`config.mk`:
```
export PLATFORM = sky130hd
export DESIGN_NAME = parity_lane_pipe
export DESIGN_NICKNAME = d
export VERILOG_FILES = /design/src/rtl/parity_lane_pipe.sv
export SDC_FILE = /design/constraint.sdc
export NUM_CORES = 1
export LEC_CHECK = 0
export CAP_MARGIN = 10
export CORE_MARGIN = 4
export CORE_UTILIZATION = 37
export DETAILED_ROUTE_END_ITERATION = 16
export GPL_TIMING_DRIVEN = 1
export HOLD_SLACK_MARGIN = 0.08
export PLACE_DENSITY = 0.75
export RECOVER_POWER = 100
export SYNTH_ARGS = -nofsm -noshare
export SYNTH_HDL_FRONTEND = slang
export SYNTH_SLANG_ARGS = --single-unit
```
`constraint.sdc`:
```
create_clock -name clk -period 1.95 [get_ports clk]
set_clock_uncertainty 0.05 [all_clocks]
set_input_delay 0.585 -clock clk [delete_from_list [all_inputs] [get_ports clk]]
set_output_delay 0.585 -clock clk [all_outputs]
set_load 0.03 [all_outputs]
```
`src/rtl/parity_lane_pipe.sv`:
```
// parity_lane_pipe: registered per-lane parity generator/checker with valid/ready handshake.
// Define PARITY_ERR_CNT_EN to add the saturating erroneous-word counter on err_cnt.
module parity_lane_pipe #(
  parameter int DATA_W = 32,
  parameter int LANE_W = 8,
  parameter int CNT_W  = 16,
  localparam int LW    = (LANE_W < 1) ? 1 : LANE_W,
  localparam int LANES = DATA_W / LW
) (
  input  logic              clk,
  input  logic              reset,
  input  logic              odd_mode,
  input  logic              chk_mode,
  input  logic              in_valid,
  output logic              in_ready,
  input  logic [DATA_W-1:0] in_data,
  input  logic [LANES-1:0]  in_par,
  output logic              out_valid,
  input  logic              out_ready,
  output logic [DATA_W-1:0] out_data,
  output logic [LANES-1:0]  out_par,
  output logic [LANES-1:0]  out_err,
  input  logic              err_clr,
  output logic              err_sticky
`ifdef PARITY_ERR_CNT_EN
  ,
  output logic [CNT_W-1:0]  err_cnt
`endif
);
  if (LANE_W < 1 || (DATA_W % LW) != 0 || CNT_W < 1) begin : g_bad_cfg
    $error("parity_lane_pipe: DATA_W must be a positive multiple of LANE_W, CNT_W >= 1");
  end
  logic              valid_q, sticky_q, sticky_d, xfer, err_ev;
  logic [DATA_W-1:0] data_q;
  logic [LANES-1:0]  par_q, err_q, p, par_d, err_d;
  assign in_ready = !valid_q || out_ready;
  assign xfer     = in_valid && in_ready;
  always_comb begin
    p = '0;
    for (int k = 0; k < LANES; k++) p[k] = ^in_data[k*LW +: LW] ^ odd_mode;
  end
  assign par_d    = chk_mode ? in_par : p;
  assign err_d    = chk_mode ? p ^ in_par : '0;
  assign err_ev   = xfer && chk_mode && |err_d;
  // a new error in the same cycle as err_clr must survive the clear
  assign sticky_d = err_ev || (sticky_q && !err_clr);
  always_ff @(posedge clk) begin
    if (reset) begin
      valid_q  <= 1'b0;
      data_q   <= '0;
      par_q    <= '0;
      err_q    <= '0;
      sticky_q <= 1'b0;
    end else begin
      if (in_ready) valid_q <= in_valid;
      if (xfer) begin
        data_q <= in_data;
        par_q  <= par_d;
        err_q  <= err_d;
      end
      sticky_q <= sticky_d;
    end
  end
  assign out_valid  = valid_q;
  assign out_data   = data_q;
  assign out_par    = par_q;
  assign out_err    = err_q;
  assign err_sticky = sticky_q;
`ifdef PARITY_ERR_CNT_EN
  logic [CNT_W-1:0] cnt_q, cnt_d;
  assign cnt_d = err_clr ? CNT_W'(err_ev) : (err_ev && cnt_q != '1) ? cnt_q + CNT_W'(1) : cnt_q;
  always_ff @(posedge clk) begin
    if (reset) cnt_q <= '0;
    else cnt_q <= cnt_d;
  end
  assign err_cnt = cnt_q;
`else
`endif
endmodule

```
==> results of run 1 <==
cell usage after synthesis (3+ instances only):
master | number | share of area
a21oi_1 | 33 | 0.087
a22oi_1 | 4 | 0.016
a311oi_1 | 4 | 0.018
clkbuf_1 | 14 | 0.028
dfxtp_1 | 42 | 0.44
nand2_1 | 74 | 0.15
nor2_1 | 10 | 0.020
xnor2_1 | 17 | 0.078
xnor2_2 | 3 | 0.026
xnor3_1 | 4 | 0.047
xor2_1 | 4 | 0.018
xor3_1 | 4 | 0.050
cell families after synthesis:
logic type      count (synthesis)  share of synthesized area
simple gates                   87                      0.176
compound gates                 42                      0.126
xor+xnor                       32                      0.220
buf+inv                        17                     0.0375
flops                          42                      0.442
worst max-delay path by stage:
stage                      from                   endpoint  slack (ps)  cells past startpoint
floorplan           in_data[19]      err_sticky$_SDFF_PP0_           1                      5
global placement    in_data[19]      err_sticky$_SDFF_PP0_        -570                      6
CTS                    odd_mode      err_sticky$_SDFF_PP0_         -90                      7
detailed placement  in_data[19]      err_sticky$_SDFF_PP0_        -670                      6
global route           in_valid  out_data[24]$_SDFFE_PP0P_         -50                      5
finish               in_data[4]    out_par[0]$_SDFFE_PP0P_          -3                      8
sequential cells by signal, summed over array words and instances (netlist names):
name        cells
out_data       32
err_sticky      1
out_valid       1
out_err         4
out_par         4
stage by stage:
stage / std cells / setup slack [ps] / utilization
2_1_floorplan: 220 / 1.28 / -
3_3_place_gp: 378 / -571 / 0.608
3_5_place_dp: 378 / -666 / 0.608
4_1_cts: 395 / -88.8 / 0.655
5_1_grt: 397 / -54.7 / 0.641
6_report: 397 / -2.56 / 0.641
cell type report:
| class | instances | area, sq um | area share |
|---|---|---|---|
| Clock buffer | 6 | 82.6 | 0.0266 |
| Clock inverter | 2 | 60.1 | 0.0193 |
| Inverter | 2 | 7.51 | 0.00242 |
| Multi-Input combinational cell | 161 | 1120 | 0.360 |
| Sequential cell | 42 | 841 | 0.271 |
| Tap cell | 67 | 83.8 | 0.0270 |
| Timing Repair Buffer | 117 | 912 | 0.294 |
cells in the final DEF (no fill, tap or decap), types with 5 or more instances in the layout:
cell type        count
xnor2_2             15
a21oi_1             33
clkbuf_8             6
clkbuf_1            23
buf_4               24
clkdlybuf4s50_1      9
nand2_1             74
nor2_1              10
xnor2_1              5
dlygate4sd2_1       37
dfxtp_1             42
tightest hold or removal path: cells and delay by family (launching register included):
kind            cells  cell delay [ps]
flops               1              310
simple gates        1               50
compound gates      1               50
per-layer routing:
metal	vias up	share of wire	GRT usage	routed length, um
li1	933	-	-	-
met1	852	0.43	0.203	2320
met2	57	0.49	0.281	2670
met3	10	0.064	0.0451	348
met4	0	0.018	0.0619	96
met5	-	0	0	0
power by group through the flow:
stage          combinational (mW)  clock, mW  sequential (mW)
4_1_cts                     0.855      0.860            0.947
3_5_place_dp                0.811          0            0.966
3_3_place_gp                0.803          0            0.965
6_report                    0.862      0.846            0.948
5_1_grt                     0.923      0.899            0.956
2_1_floorplan               0.334          0             1.08
what timing repair did:
| item | CTS | global route |
|---|---|---|
| endpoints found under the setup margin | 29 | 30 |
| resized for setup | 75 | 42 |
| buffers inserted | 9 | 2 |
| hold endpoints to repair | 0 | 0 |
| pin swaps | 25 | 16 |
==> flow_summary.json, run 1 <==
{
  "status": "finished, violations left",
  "violations": "negative setup slack",
  "fp-row-count": 25,
  "num_vias": 1852,
  "fin_ws_ps": -2.56,
  "yosysWarnings": 0,
  "drtAntennaViolNets": 0,
  "hp-start": "out_data[6]$_SDFFE_PP0P_",
  "ios": 86,
  "crit_arrival_ps": 2100,
  "n_antenna_cell": 0,
  "clkLatencyLatePin_ps": 290,
  "holdPathEnd": "out_data[6]$_SDFFE_PP0P_",
  "path_buf_inv": 3,
  "fin_total_pwr_mw": 2.66,
  "n_fill_cell": 443,
  "switching_share": 0.283,
  "hold_path_class": "flop to flop",
  "design_area_sq_um": 3110,
  "cpPeakStageDelay_ps": 360,
  "ys_dominant_reg_cell": "dfxtp_1",
  "cp_top_family": "XOR/XNOR gates",
  "final_hold_viol_count": 0,
  "fmax_mhz": 512,
  "initial_utilization": 0.393,
  "syn_area_sq_um": 1900,
  "p_clk_frac": 0.319,
  "dpl.hpwl_um": 3870,
  "crit_slowest_cell": "xnor3_1",
  "whs_ps": 406,
  "tightest_slew_ps": 385,
  "die_w_um": 79.7,
  "grt_pass1_wl_um": 8400,
  "fp.dieH_um": 79.7,
  "htreeDepth": 2,
  "cts_buffers": 5,
  "path_class": "input pin to flop",
  "wl_um": 5440,
  "maxSlewHeadroom": 0.744,
  "drcViolationCount": 0,
  "async_flop_share": 0,
  "p_int_mw": 1.90,
  "cts.sinks": 42,
  "combPwrFrac": 0.325,
  "syn-instance-count": 220,
  "final_max_slew_viol_count": 0,
  "yosysSeqAreaShare": 0.442,
  "grt_max_degree": 20,
  "p_switching_mw": 0.753,
  "p_leak_nw": 1.47,
  "r2r_cells": 6,
  "postPlaceCellArea_sq_um": 2950,
  "syn2layout_area_growth_pct": 63.2,
  "ys_seq_elements": 42,
  "cts.reportedPaths.clkPinSlew_ps": 80,
  "synth_cell_types": 18,
  "root_buffer": "clkbuf_8",
  "r2r_start": "out_valid$_SDFFE_PP0N_",
  "syn_nets": 263,
  "clockBufferDepth": 2,
  "critPathMaxFanout": 2,
  "cp.required_ps": 2100,
  "rsz0062_at_grt": "yes",
  "min_period_over_period": 1.00,
  "ctsHoldBuffers": 0,
  "gp_congestion": 0.718,
  "period_needed_ps": 1950,
  "synth_edf_count": 0,
  "ir_drop_mv": 0.486,
  "cp_cell_sequence": "dlygate4sd2_1 > xnor2_2 > xnor3_1 > buf_4 > buf_4 > xor2_1 > nand2_1 > a311oi_1",
  "r2r_setup_slack_ps": 400,
  "rr_endpoint": "out_data[13]$_SDFFE_PP0P_",
  "drt_pass1_iterations": 4,
  "tritoncts": "yes",
  "antenna_found_initial": 0,
  "core_sq_um": 4850,
  "endpoint_kind": "flop",
  "start_kind": "input pin",
  "synth.avg_cell_area_sq_um": 8.65,
  "holdPathStages": 2,
  "seqPwrFrac": 0.357,
  "grt_pass1_vias": 1876,
  "fin_nets": 372,
  "track_usage": 0.167,
  "setup_viol": 1,
  "wl_per_cell_um": 13.7,
  "port_buffers": 85,
  "cap_violations": 0,
  "crit_top_cell": "buf_4",
  "drt_first_iter_violations": 56,
  "vias_per_cell": 4.66,
  "die_area_sq_um": 6350,
  "p_per_area_nw_per_um2": 855,
  "grt_overflow": 0,
  "post_route_cells_drive_above_1_share": 0.212,
  "setup-tns-final_ps": -2.56
}
Power figures use the tool's default switching activity.
==> run 2, diff against run 1 <==
--- a/config.mk
+++ b/config.mk
@@ -5,7 +5,6 @@
 export SDC_FILE = /design/constraint.sdc
 export NUM_CORES = 1
 export LEC_CHECK = 0
-export CAP_MARGIN = 10
 export CORE_MARGIN = 4
 export CORE_UTILIZATION = 37
 export DETAILED_ROUTE_END_ITERATION = 16
==> results of run 2 <==
No change in the layout: final DEF, timing and power equal those of run 1.
==> run 3, diff against run 2 <==
--- a/config.mk
+++ b/config.mk
@@ -10,6 +10,7 @@
 export DETAILED_ROUTE_END_ITERATION = 16
 export GPL_TIMING_DRIVEN = 1
 export HOLD_SLACK_MARGIN = 0.08
+export MAX_ROUTING_LAYER = met4
 export PLACE_DENSITY = 0.75
 export RECOVER_POWER = 100
 export SYNTH_ARGS = -nofsm -noshare
==> run 3 against run 2 <==
  * Die area unchanged
  * Count of clock-buffer cells in the layout unchanged
  * Cell count unchanged
  * The flow still finishes with violations (negative setup slack)
  * Non-clock buffer count unchanged
  * Utilization unchanged
  * Largest cell class unchanged
  * Global-route usage increased by 0.45 points
  * Highest routed layer unchanged
==> flow_summary.json, run 3 (synthesis results as in run 1) <==
{
  "setup-tns-final_ps": -2.46,
  "wl_per_cell_um": 13.7,
  "fp.dieH_um": 79.7,
  "grt_overflow": 0,
  "final_max_slew_viol_count": 0,
  "r2r_start": "out_valid$_SDFFE_PP0N_",
  "layout_common_cells": "74 x nand2_1, 42 x dfxtp_1, 37 x dlygate4sd2_1",
  "largest_reg_flops": 32,
  "die_w_um": 79.7,
  "crit_path_start": "in_data[4]",
  "final_cells": 397,
  "p_leak_nw": 1.47,
  "path_class": "input pin to flop",
  "syn2layout_area_growth_pct": 63.2,
  "endpoint_kind": "flop",
  "ctsHoldBuffers": 0,
  "hold_path_class": "flop to flop",
  "min_period_over_period": 1.00,
  "drt_first_iter_violations": 56,
  "track_usage": 0.172,
  "grt_pass1_vias": 1876,
  "fp-row-count": 25,
  "num_vias": 1852,
  "setup_viol": 1,
  "drtAntennaViolNets": 0,
  "final_common_cell": "nand2_1",
  "grt_pass1_wl_um": 8400,
  "clockBufferDepth": 2,
  "ir_drop_mv": 0.486,
  "ios": 86,
  "cts_buffers": 5,
  "tritoncts": "yes",
  "rsz0062_at_grt": "yes",
  "cts.sinks": 42,
  "n_antenna_cell": 0,
  "wl_um": 5440,
  "fin_ws_ps": -2.46,
  "drcViolationCount": 0,
  "drt_pass1_iterations": 4,
  "die_area_sq_um": 6350,
  "maxSlewHeadroom": 0.744,
  "gp_congestion": 0.727,
  "tightest_slew_ps": 385,
  "start_kind": "input pin",
  "cts.reportedPaths.clkPinSlew_ps": 80,
  "hp-start": "out_data[6]$_SDFFE_PP0P_",
  "post_route_cells_drive_above_1_share": 0.212,
  "root_buffer": "clkbuf_8",
  "dpl.hpwl_um": 3870,
  "grt_max_degree": 20,
  "status": "finished, violations left",
  "critPathMaxFanout": 2,
  "cp.required_ps": 2100,
  "violations": "negative setup slack",
  "cap_violations": 0,
  "final_hold_viol_count": 0,
  "fin_nets": 372,
  "clkLatencyLatePin_ps": 290,
  "crit_arrival_ps": 2100,
  "antenna_found_initial": 0,
  "period_needed_ps": 1950,
  "core_sq_um": 4850,
  "dp_cells": 378,
  "port_buffers": 85,
  "initial_utilization": 0.393,
  "htreeDepth": 2,
  "p_per_area_nw_per_um2": 855,
  "vias_per_cell": 4.66,
  "fmax_mhz": 512
}
run 3: cell counts in the layout (fill, tap and decap cells not counted):
Identical to the previous run, type by type.
run 3: critical path: stages:
cell and delay (ps):
dlygate4sd2_1 270, xnor2_2 180, xnor3_1 360, buf_4 150
buf_4 120, xor2_1 130, nand2_1 70, a311oi_1 240
run 3: final cells by class:
type / count / area [sq um]
fillers: 443 / 1740
multi-input cells: 161 / 1120
repair buffers: 117 / 912
flip-flops and latches: 42 / 841
well taps: 67 / 83.8
clock buffers: 6 / 82.6
clock inverters: 2 / 60.1
inverters: 2 / 7.51
run 3: repair_timing:
action | in CTS | in global routing
buffers inserted | 9 | 2
resized for setup | 75 | 42
pin swaps | 25 | 16
endpoints found under the setup margin | 29 | 30
run 3: worst paths after layout:
path	to	slack [ps]	depth (start not counted)
worst max-delay path	out_par[0]$_SDFFE_PP0P_	-2	8
worst min register to register	out_data[6]$_SDFFE_PP0P_	410	2
worst min-delay path	out_data[6]$_SDFFE_PP0P_	410	2
worst max register to register	out_data[13]$_SDFFE_PP0P_	400	6
run 3: layer usage:
metal	up-vias	track usage	routed length, um
li1	933	-	-
met1	852	0.210	2390
met2	57	0.281	2670
met3	10	0.0350	287
met4	0	0.0619	96
met5	-	-	0
run 3: through the flow:
stage,power [mW],setup slack (ps),hold WS [ps],utilization,area [sq um]
after floorplan,1.41,1.28,531,-,1900
after global placement,1.77,-571,392,0.608,2950
after detailed placement,1.78,-666,396,0.608,2950
after CTS,2.66,-88.8,407,0.655,3180
after global routing,2.78,-54.7,424,0.641,3110
final,2.66,-2.46,406,0.641,3110
run 3: power by group:
group          total (mW)  internal [mW]  switching [mW]
Sequential          0.948          0.916          0.0313
Clock               0.846          0.546           0.300
Combinational       0.863          0.441           0.422
Total                2.66           1.90           0.753
